### src/rtl/gcd_pkg.sv
// Shared FSM state encoding and algorithm-select constants for the GCD engine.
package gcd_pkg;

    typedef enum logic [1:0] {
        ST_IDLE    = 2'd0,
        ST_COMPUTE = 2'd1,
        ST_DONE    = 2'd2
    } gcd_state_e;

    localparam int GCD_ALGO_SUB = 0;
    localparam int GCD_ALGO_BIN = 1;

endpackage

### src/rtl/gcd_step.sv
// One combinational GCD iteration: subtractive Euclid or binary (Stein) step.
module gcd_step
    import gcd_pkg::*;
#(
    parameter int WIDTH = 16,
    parameter int ALGO  = GCD_ALGO_SUB,
    parameter int KW    = $clog2(WIDTH) + 1
) (
    input  logic [WIDTH-1:0] a_i,
    input  logic [WIDTH-1:0] b_i,
    input  logic [KW-1:0]    k_i,
    output logic [WIDTH-1:0] a_o,
    output logic [WIDTH-1:0] b_o,
    output logic [KW-1:0]    k_o,
    output logic             eq_o
);

    localparam bit BIN = (ALGO == GCD_ALGO_BIN);

    always_comb begin
        a_o  = a_i;
        b_o  = b_i;
        k_o  = k_i;
        eq_o = (a_i == b_i);
        // Equal operands are the finish condition, so nothing moves that cycle.
        if (!eq_o) begin
            if (BIN && !a_i[0] && !b_i[0]) begin
                a_o = a_i >> 1;
                b_o = b_i >> 1;
                k_o = k_i + 1'b1;
            end else if (BIN && !a_i[0]) begin
                a_o = a_i >> 1;
            end else if (BIN && !b_i[0]) begin
                b_o = b_i >> 1;
            end else if (a_i > b_i) begin
                a_o = a_i - b_i;
            end else begin
                b_o = b_i - a_i;
            end
        end
    end

endmodule

### src/rtl/gcd_engine.sv
// GCD engine with valid/ready handshakes, one operation in flight.
// Define GCD_CYCLE_COUNT_EN to add the out_cycles COMPUTE-cycle counter port.
module gcd_engine
    import gcd_pkg::*;
#(
    parameter int WIDTH = 16,
    parameter int ALGO  = GCD_ALGO_SUB,
    parameter int CNT_W = 16
) (
    input  logic             clk,
    input  logic             reset_n,
    input  logic             in_valid,
    output logic             in_ready,
    input  logic [WIDTH-1:0] in_a,
    input  logic [WIDTH-1:0] in_b,
    output logic             out_valid,
    input  logic             out_ready,
    output logic [WIDTH-1:0] out_gcd,
    output logic             out_err,
    output logic             busy
`ifdef GCD_CYCLE_COUNT_EN
    ,
    output logic [CNT_W-1:0] out_cycles
`endif
);

    localparam int KW = $clog2(WIDTH) + 1;

    gcd_state_e       state_q;
    logic [WIDTH-1:0] a_q, b_q, a_d, b_d;
    logic [KW-1:0]    k_q, k_d;
    logic             eq;

    gcd_step #(.WIDTH(WIDTH), .ALGO(ALGO), .KW(KW)) u_step (
        .a_i (a_q),
        .b_i (b_q),
        .k_i (k_q),
        .a_o (a_d),
        .b_o (b_d),
        .k_o (k_d),
        .eq_o(eq)
    );

`ifndef GCD_CYCLE_COUNT_EN
    logic cnt_w_unused;
    assign cnt_w_unused = |CNT_W;
`endif

    always_ff @(posedge clk) begin
        if (!reset_n) begin
            state_q   <= ST_IDLE;
            a_q       <= '0;
            b_q       <= '0;
            k_q       <= '0;
            in_ready  <= 1'b1;
            out_valid <= 1'b0;
            out_gcd   <= '0;
            out_err   <= 1'b0;
            busy      <= 1'b0;
`ifdef GCD_CYCLE_COUNT_EN
            out_cycles <= '0;
`endif
        end else begin
            case (state_q)
                ST_IDLE: begin
                    if (in_valid && in_ready) begin
                        a_q      <= in_a;
                        b_q      <= in_b;
                        k_q      <= '0;
                        in_ready <= 1'b0;
                        busy     <= 1'b1;
`ifdef GCD_CYCLE_COUNT_EN
                        out_cycles <= '0;
`endif
                        // A zero operand makes the other one the answer.
                        if (in_a == '0 || in_b == '0) begin
                            out_gcd   <= in_a | in_b;
                            out_err   <= (in_a == '0) && (in_b == '0);
                            out_valid <= 1'b1;
                            state_q   <= ST_DONE;
                        end else begin
                            state_q <= ST_COMPUTE;
                        end
                    end
                end
                ST_COMPUTE: begin
`ifdef GCD_CYCLE_COUNT_EN
                    if (out_cycles != '1) out_cycles <= out_cycles + 1'b1;
`endif
                    if (eq) begin
                        // Truncation is exact: the result never exceeds either operand.
                        out_gcd   <= a_q << k_q;
                        out_err   <= 1'b0;
                        out_valid <= 1'b1;
                        state_q   <= ST_DONE;
                    end else begin
                        a_q <= a_d;
                        b_q <= b_d;
                        k_q <= k_d;
                    end
                end
                ST_DONE: begin
                    if (out_valid && out_ready) begin
                        out_valid <= 1'b0;
                        in_ready  <= 1'b1;
                        busy      <= 1'b0;
                        state_q   <= ST_IDLE;
                    end
                end
                default: state_q <= ST_IDLE;
            endcase
        end
    end

endmodule

### config.mk
export PLATFORM = sky130hd
export DESIGN_NAME = gcd_engine
export DESIGN_NICKNAME = d
export VERILOG_FILES = /design/src/rtl/gcd_pkg.sv /design/src/rtl/gcd_step.sv /design/src/rtl/gcd_engine.sv
export SDC_FILE = /design/constraint.sdc
export NUM_CORES = 1
export LEC_CHECK = 0
export BUFFER_PORTS_ARGS = -buffer_cell sky130_fd_sc_hd__buf_4
export CAP_MARGIN = 20
export CELL_PAD_IN_SITES_DETAIL_PLACEMENT = 1
export CELL_PAD_IN_SITES_GLOBAL_PLACEMENT = 1
export CORE_ASPECT_RATIO = 0.6
export CORE_MARGIN = 3
export CORE_UTILIZATION = 47
export CTS_CLUSTER_SIZE = 8
export DETAILED_ROUTE_END_ITERATION = 6
export PLACE_DENSITY = 0.85
export SLEW_MARGIN = 15
export SYNTH_ARGS = -nofsm -noshare
export SYNTH_HDL_FRONTEND = slang
export SYNTH_SLANG_ARGS = --single-unit
### constraint.sdc
create_clock -name clk -period 5.77 [get_ports clk]
set_input_delay 0.577 -clock clk [delete_from_list [all_inputs] [get_ports clk]]
set_output_delay 0.577 -clock clk [all_outputs]
set_load 0.05 [all_outputs]
# Word-level counts from Yosys, hierarchy flattened
# Index checks and enable logic that the tools add are counted.
[classes]
n_addsub = 2
order_cmp = 1
n_eq_ne = 10
n_mux = 31
bitwise_logic = 1
reduce_logical = 16
[ops]
columns = ["operator", "count"]
rows = [
  ["2-to-1 mux 16 bit", 9],
  ["one-hot mux 16 bit (2 select lines)", 3],
  ["zero test 16 bit", 2],
  ["subtractor 16 bit", 2],
  ["== test 16 bit", 1],
  ["> comparator 16 bit", 1],
  ["OR 16 bit", 1],
  ["!= test 2 bit, second input constant", 6],
  ["AND reduction 4 bit", 3],
  ["2-to-1 mux 1 bit", 10],
  ["2-to-1 mux 2 bit", 4],
  ["one-hot mux 1 bit (2 select lines)", 3],
  ["one-hot mux 2 bit (3 select lines)", 1],
  ["AND reduction 3 bit", 2],
  ["AND reduction 5 bit", 1],
  ["nonzero test 2 bit", 2],
  ["logical AND 1 bit", 3],
  ["one-hot mux 1 bit (3 select lines)", 1],
  ["nonzero test 3 bit", 1],
  ["== test 2 x 1 -> 1 bit, second input constant", 1],
  ["== test 2 bit, second input constant", 1],
  ["zero test 2 bit", 1],
  ["!= test 2 x 1 -> 1 bit, second input constant", 1],
  ["logical OR 1 bit", 1],
]
[word_totals]
register_bits = 54
inputBits = 36

# Logic depth before layout (Yosys ltp)
[depth]
word_depth = 5
ltp_mapped = 12

# Hierarchy
# Synthesis repeated with hierarchy kept, for this count alone.
[hier_totals]
hier_cells = 692
area_unflattened_um2 = 5624.1
[modules_own_cells]
columns = ["mod", "n_inst", "cells_each", "area_each_um2", "seq_area_each_um2"]
rows = [
  ["gcd_engine", 1, 390, 3524.6, 1181.1],
  ["gcd_step", 1, 302, 2099.5, 0.0],
]

# Least setup slack after synthesis
# OpenSTA, ideal clock, no wires.
[synth_timing]
kind = "register -> register"
from = "register a_q[0]"
to = "register b_q[0]"
arrival_time_ns = 2.081
required_ns = 5.642
slack_ns = 3.561
stages_incl_launch_ff = 12
n_path_buf = 1
cell_sequence = "dfxtp_1 inv_1 ha_1 fa_1 nor2b_4 o2111ai_2 nand3_2 nand3_2 a31o_4 buf_6 mux2i_1 nor2_1"
[synth_via]
elab_chain_len = 4
[synth_lines]
columns = ["element", "line", "rtl"]
rows = [
  ["start, declared", "gcd_engine.sv:30", "logic [WIDTH-1:0] a_q, b_q, a_d, b_d;"],
  ["start signal, assigned", "gcd_engine.sv:67", "a_q <= in_a;"],
  ["subtractor 16 bit", "gcd_step.sv:38", "b_o = b_i - a_i;"],
  ["2-to-1 mux 16 bit", "gcd_step.sv:35", "end else if (a_i > b_i) begin"],
  ["2-to-1 mux 16 bit", "gcd_engine.sv:90", "if (eq) begin"],
  ["one-hot mux 16 bit (2 select lines)", "gcd_engine.sv:64", "case (state_q)"],
  ["end signal, assigned", "gcd_engine.sv:68", "b_q <= in_b;"],
  ["end, declared", "gcd_engine.sv:30", ""],
]
# Parallel ways exist; a longest one is shown, timed or not. The select of a mux whose other input is x is not followed.
# A chain may end at the register's enable or synchronous reset.

# Worst setup path after layout
[layout_timing]
from = "register a_q[10]"
to = "register a_q[14]"
[layout_via]
elab_chain_len = 4
[layout_lines]
columns = ["element", "line", "rtl"]
rows = [
  ["subtractor 16 bit", "gcd_step.sv:36", "a_o = a_i - b_i;"],
  ["2-to-1 mux 16 bit", "gcd_step.sv:35", ""],
  ["2-to-1 mux 16 bit", "gcd_engine.sv:90", ""],
  ["one-hot mux 16 bit (2 select lines)", "gcd_engine.sv:64", ""],
]
# Parallel ways exist; a longest one is shown, timed or not. The select of a mux whose other input is x is not followed.

==> metrics.txt <==
# TYPE chip_impl_metric gauge
chip_impl_info{name="run_status",value="finished, final reports clean"} 1
chip_impl_metric{name="grt_antenna_before_repair",unit=""} 1
chip_impl_metric{name="post_synth_num_cell_types",unit=""} 61
chip_impl_metric{name="place.detailed.instances",unit=""} 684
chip_impl_info{name="most-common-layout-cells",value="sky130_fd_sc_hd__nand2_1 (67), sky130_fd_sc_hd__buf_4 (58), sky130_fd_sc_hd__dfxtp_1 (54)"} 1
chip_impl_info{name="synth_top_family_by_area",value="compound AO/OA/AOI/OAI gates"} 1
chip_impl_metric{name="synth-xor-area-share",unit=""} 0.03673
chip_impl_metric{name="antenna_left",unit=""} 0
chip_impl_metric{name="place.gp.congestion",unit=""} 0.9616
chip_impl_metric{name="wl_met3",unit="mm"} 1.541
chip_impl_metric{name="grt_max_degree",unit=""} 42
chip_impl_metric{name="switchingPower",unit="mW"} 1.884
chip_impl_metric{name="global_route_wire_length_before_repair",unit="mm"} 24.88
chip_impl_info{name="worst-setup-path-type",value="reg -> reg"} 1
chip_impl_metric{name="max_cap_viol_count",unit=""} 0
chip_impl_info{name="synth_top_flop_cell",value="sky130_fd_sc_hd__dfxtp_1"} 1
chip_impl_metric{name="layout.filler_cells",unit=""} 1107
chip_impl_metric{name="detailedPlacementHpwl",unit="mm"} 11.82
chip_impl_info{name="critical-path-top-delay-family",value="compound AO/OA/AOI/OAI gates"} 1
chip_impl_metric{name="drt_drc_violations_left",unit=""} 0
chip_impl_metric{name="final_non_filler_cell_area",unit="um^2"} 4812
chip_impl_info{name="worstSetupEndpointType",value="register"} 1
chip_impl_info{name="critical_path.startpoint_type",value="register"} 1
chip_impl_metric{name="synth-seq-cells",unit=""} 54
chip_impl_metric{name="max-clock-path-buffers",unit=""} 2
chip_impl_metric{name="die_h",unit="um"} 80.02
chip_impl_metric{name="synth-compound-area-share",unit=""} 0.2997
chip_impl_metric{name="post_drt_via_cell_ratio",unit=""} 6.455
chip_impl_metric{name="yosys-mux-area-fraction",unit=""} 0.01429
chip_impl_metric{name="cp.required",unit="ns"} 5.99
chip_impl_metric{name="worst_skew",unit="ns"} 0.01741
chip_impl_metric{name="dieWidth",unit="um"} 129.4
chip_impl_metric{name="die-area",unit="um^2"} 10350
chip_impl_metric{name="synthArstFlopShare",unit=""} 0
chip_impl_metric{name="static-leakage-power",unit="nW"} 1.933
chip_impl_metric{name="synth-simple-area-share",unit=""} 0.2093
chip_impl_metric{name="min_period_over_period",unit=""} 0.5293
chip_impl_info{name="cp_slowest_cell",value="sky130_fd_sc_hd__a31oi_4"} 1
chip_impl_metric{name="vias",unit=""} 4467
chip_impl_metric{name="crit_buf_inv",unit=""} 1
chip_impl_metric{name="mappedNetlistNets",unit=""} 623
chip_impl_metric{name="post_cts_hold_buffer_count",unit=""} 0
chip_impl_info{name="cp_cell_sequence",value="inv_1 > ha_1 > nand4_1 > nor3_2 > nand3_2 > a31oi_4 > o21ai_0 > a31oi_1"} 1
chip_impl_info{name="cts_tree",value="built"} 1
chip_impl_metric{name="power_switching_share",unit=""} 0.5411
chip_impl_metric{name="power.share.clock",unit=""} 0.108
chip_impl_metric{name="internal_power",unit="mW"} 1.598
chip_impl_metric{name="ys_seq_area_frac",unit=""} 0.2519
chip_impl_metric{name="starting_utilization_of_the_core_area",unit=""} 0.4941
chip_impl_metric{name="finalNetCount",unit=""} 648
chip_impl_metric{name="post-place-ws",unit="ns"} 2.789
chip_impl_metric{name="synth_edf_count",unit=""} 0
chip_impl_metric{name="cells_after_synthesis",unit=""} 554
chip_impl_metric{name="timing.final.setup_violations",unit=""} 0
chip_impl_metric{name="cts-resized-gates",unit=""} 0
chip_impl_metric{name="post_synth_instance_area",unit="um^2"} 4292
chip_impl_metric{name="area_delta_synth_final",unit="%"} 12.13
chip_impl_metric{name="final-max-slew-violation-count",unit=""} 0
chip_impl_metric{name="seq_power_share",unit=""} 0.167
chip_impl_metric{name="globalRouteOverflowTotal",unit=""} 0
chip_impl_info{name="layout_commonest_cell",value="sky130_fd_sc_hd__nand2_1"} 1
chip_impl_metric{name="clk_pin_slew_worst_paths",unit="ns"} 0.07
chip_impl_metric{name="critPathMaxFanout",unit=""} 31
chip_impl_metric{name="clock.fmax",unit="MHz"} 327.4
chip_impl_metric{name="globalRouteTotalUtil",unit=""} 0.3161
chip_impl_metric{name="clock_insertion_delay_worst_skew",unit="ns"} 0.32
chip_impl_metric{name="post-cts-setup-buffer-count",unit=""} 0
chip_impl_metric{name="layout-drive-gt1-share",unit=""} 0.1672
chip_impl_metric{name="routed_length_on_met2",unit="mm"} 6.652
chip_impl_metric{name="final-hold-violation-count",unit=""} 0
chip_impl_metric{name="numCtsBuffers",unit=""} 5
chip_impl_metric{name="worst-slew-pin-transition",unit="ns"} 0.9712
chip_impl_metric{name="placement.io_buffers",unit=""} 55
chip_impl_metric{name="wl_per_cell",unit="um"} 23.01
chip_impl_metric{name="clock_sink_count",unit=""} 54
chip_impl_metric{name="grt_pass1_vias",unit=""} 4321
chip_impl_info{name="hp-class",value="reg -> reg"} 1
chip_impl_metric{name="arrival",unit="ns"} 3.28
chip_impl_metric{name="num_antenna_cells",unit=""} 0
chip_impl_metric{name="std_cell_rows",unit=""} 26
chip_impl_metric{name="tns",unit="ns"} 0
chip_impl_metric{name="max-slew-margin-rel",unit=""} 0.3501
chip_impl_info{name="highest-signal-layer",value="met5"} 1
chip_impl_metric{name="totalWireLength",unit="mm"} 15.92
chip_impl_info{name="cts.root.buffer_cell",value="sky130_fd_sc_hd__clkbuf_16"} 1
chip_impl_metric{name="wl_met1",unit="mm"} 7.535
chip_impl_metric{name="clock_tree.htree_level_count",unit=""} 2
chip_impl_metric{name="final_instance_count_excl_fillers",unit=""} 692
chip_impl_metric{name="floorplan.core_area",unit="um^2"} 8686
chip_impl_metric{name="worst_slack",unit="ns"} 2.716
chip_impl_metric{name="pwr_density_cell",unit="nW/um^2"} 723.6
chip_impl_metric{name="synth.avg_cell_area",unit="um^2"} 7.747
chip_impl_metric{name="synth_adder_area_share",unit=""} 0.09971
chip_impl_metric{name="crit_path_max_incr_delay",unit="ns"} 0.81
chip_impl_metric{name="io-pin-count",unit=""} 56
chip_impl_metric{name="drt-initial-drc-count",unit=""} 407
chip_impl_metric{name="placed_cell_area",unit="um^2"} 4634
chip_impl_metric{name="yosys_warnings",unit=""} 0
chip_impl_metric{name="peakVddDrop",unit="uV"} 211.1
chip_impl_metric{name="final_period_minus_worst_setup_slack",unit="ns"} 3.054
chip_impl_metric{name="final_core_util",unit=""} 0.5540
chip_impl_metric{name="drt_pass1_iterations",unit=""} 4
chip_impl_metric{name="share_comb_of_total_power",unit=""} 0.725
chip_impl_info{name="rsz_0062_raised_after_global_routing",value="false"} 1
[synth_stat cells (all sizes together), types with 4 or more instances]
cell	instances	area, um^2
nand4	6	37.54
o21bai	5	37.54
nand2	68	257.8
nand3	9	67.57
ha	31	387.9
inv	37	138.9
nor2b	5	38.78
a21o	11	82.58
nand2b	5	31.28
a311oi	11	127.6
nor2	48	187.7
nor4	8	50.05
dfxtp	54	1081
a31oi	21	152.6
a211oi	10	90.09
o21a	6	45.04
nor3	24	135.1
clkbuf	13	50.04
a211o	15	131.4
xnor2	14	122.6
buf	27	190.2
a21oi	52	271.5
mux2i	5	50.05
xor2	4	35.03
o21ai	37	200.2
[power by group through the flow]
stage,sequential (mW),clock (mW),combinational [mW]
CTS,0.577,0.380,2.43
detailed placement,0.583,0,2.39
floorplan,0.615,0,1.80
global route,0.593,0.398,2.68
finish,0.581,0.377,2.52
global placement,0.570,0,2.30
[sequential cells by signal, summed over array words and instances (netlist names)]
register	flops
out_valid	1
out_gcd	16
state_q	2
out_err	1
b_q	16
in_ready	1
a_q	16
busy	1
[area by class of cell]
class	instances	area, um^2	area share
inverter	37	138.9	0.02886
clock inverter	2	38.79	0.008060
tap	112	140.1	0.02912
multi-input combinational	423	2839	0.5900
timing repair buffer	58	435.4	0.09048
clock buffer	6	138.9	0.02886
sequential	54	1081	0.2246
[worst register-to-register path, cell delays in order (launching register included)]
cell                      delay, ns
sky130_fd_sc_hd__dfxtp_1       0.36
sky130_fd_sc_hd__inv_1         0.08
sky130_fd_sc_hd__ha_1          0.58
sky130_fd_sc_hd__nand4_1       0.21
sky130_fd_sc_hd__nor3_2        0.34
sky130_fd_sc_hd__nand3_2       0.17
sky130_fd_sc_hd__a31oi_4       0.81
sky130_fd_sc_hd__o21ai_0       0.21
sky130_fd_sc_hd__a31oi_1       0.21
[kinds of logic after synthesis]
family / Yosys count
AO/OA/AOI/OAI: 180
AND/OR/NAND/NOR: 186
multiplexers: 6
XOR/XNOR: 18
flip-flops: 54
adder cells (fa/ha/maj): 33
buffers and inverters: 77
[per-stage QoR]
stage	power (mW)	hold slack [ns]
after floorplan	2.416	0.4871
after global placement	2.869	0.4443
after detailed placement	2.969	0.4506
after CTS	3.386	0.4687
after global routing	3.671	0.4910
final	3.482	0.4644
[routing by layer]
metal,GRT usage,up-vias
met1,0.4844,2217
li1,-,2014
met2,0.4489,216
met5,0,-
met4,0.05765,2
met3,0.07019,18
[final timing paths]
| kind | startpoint | to | slack (ns) | depth (start not counted) |
|---|---|---|---|---|
| min | out_gcd[10] | out_gcd[10] | 0.46 | 2 |
| min reg2reg | out_gcd[10] | out_gcd[10] | 0.46 | 2 |
| max reg2reg | a_q[10] | a_q[14] | 2.72 | 8 |
| max | a_q[10] | a_q[14] | 2.72 | 8 |
No activity file was read; power rests on OpenSTA's default activity.
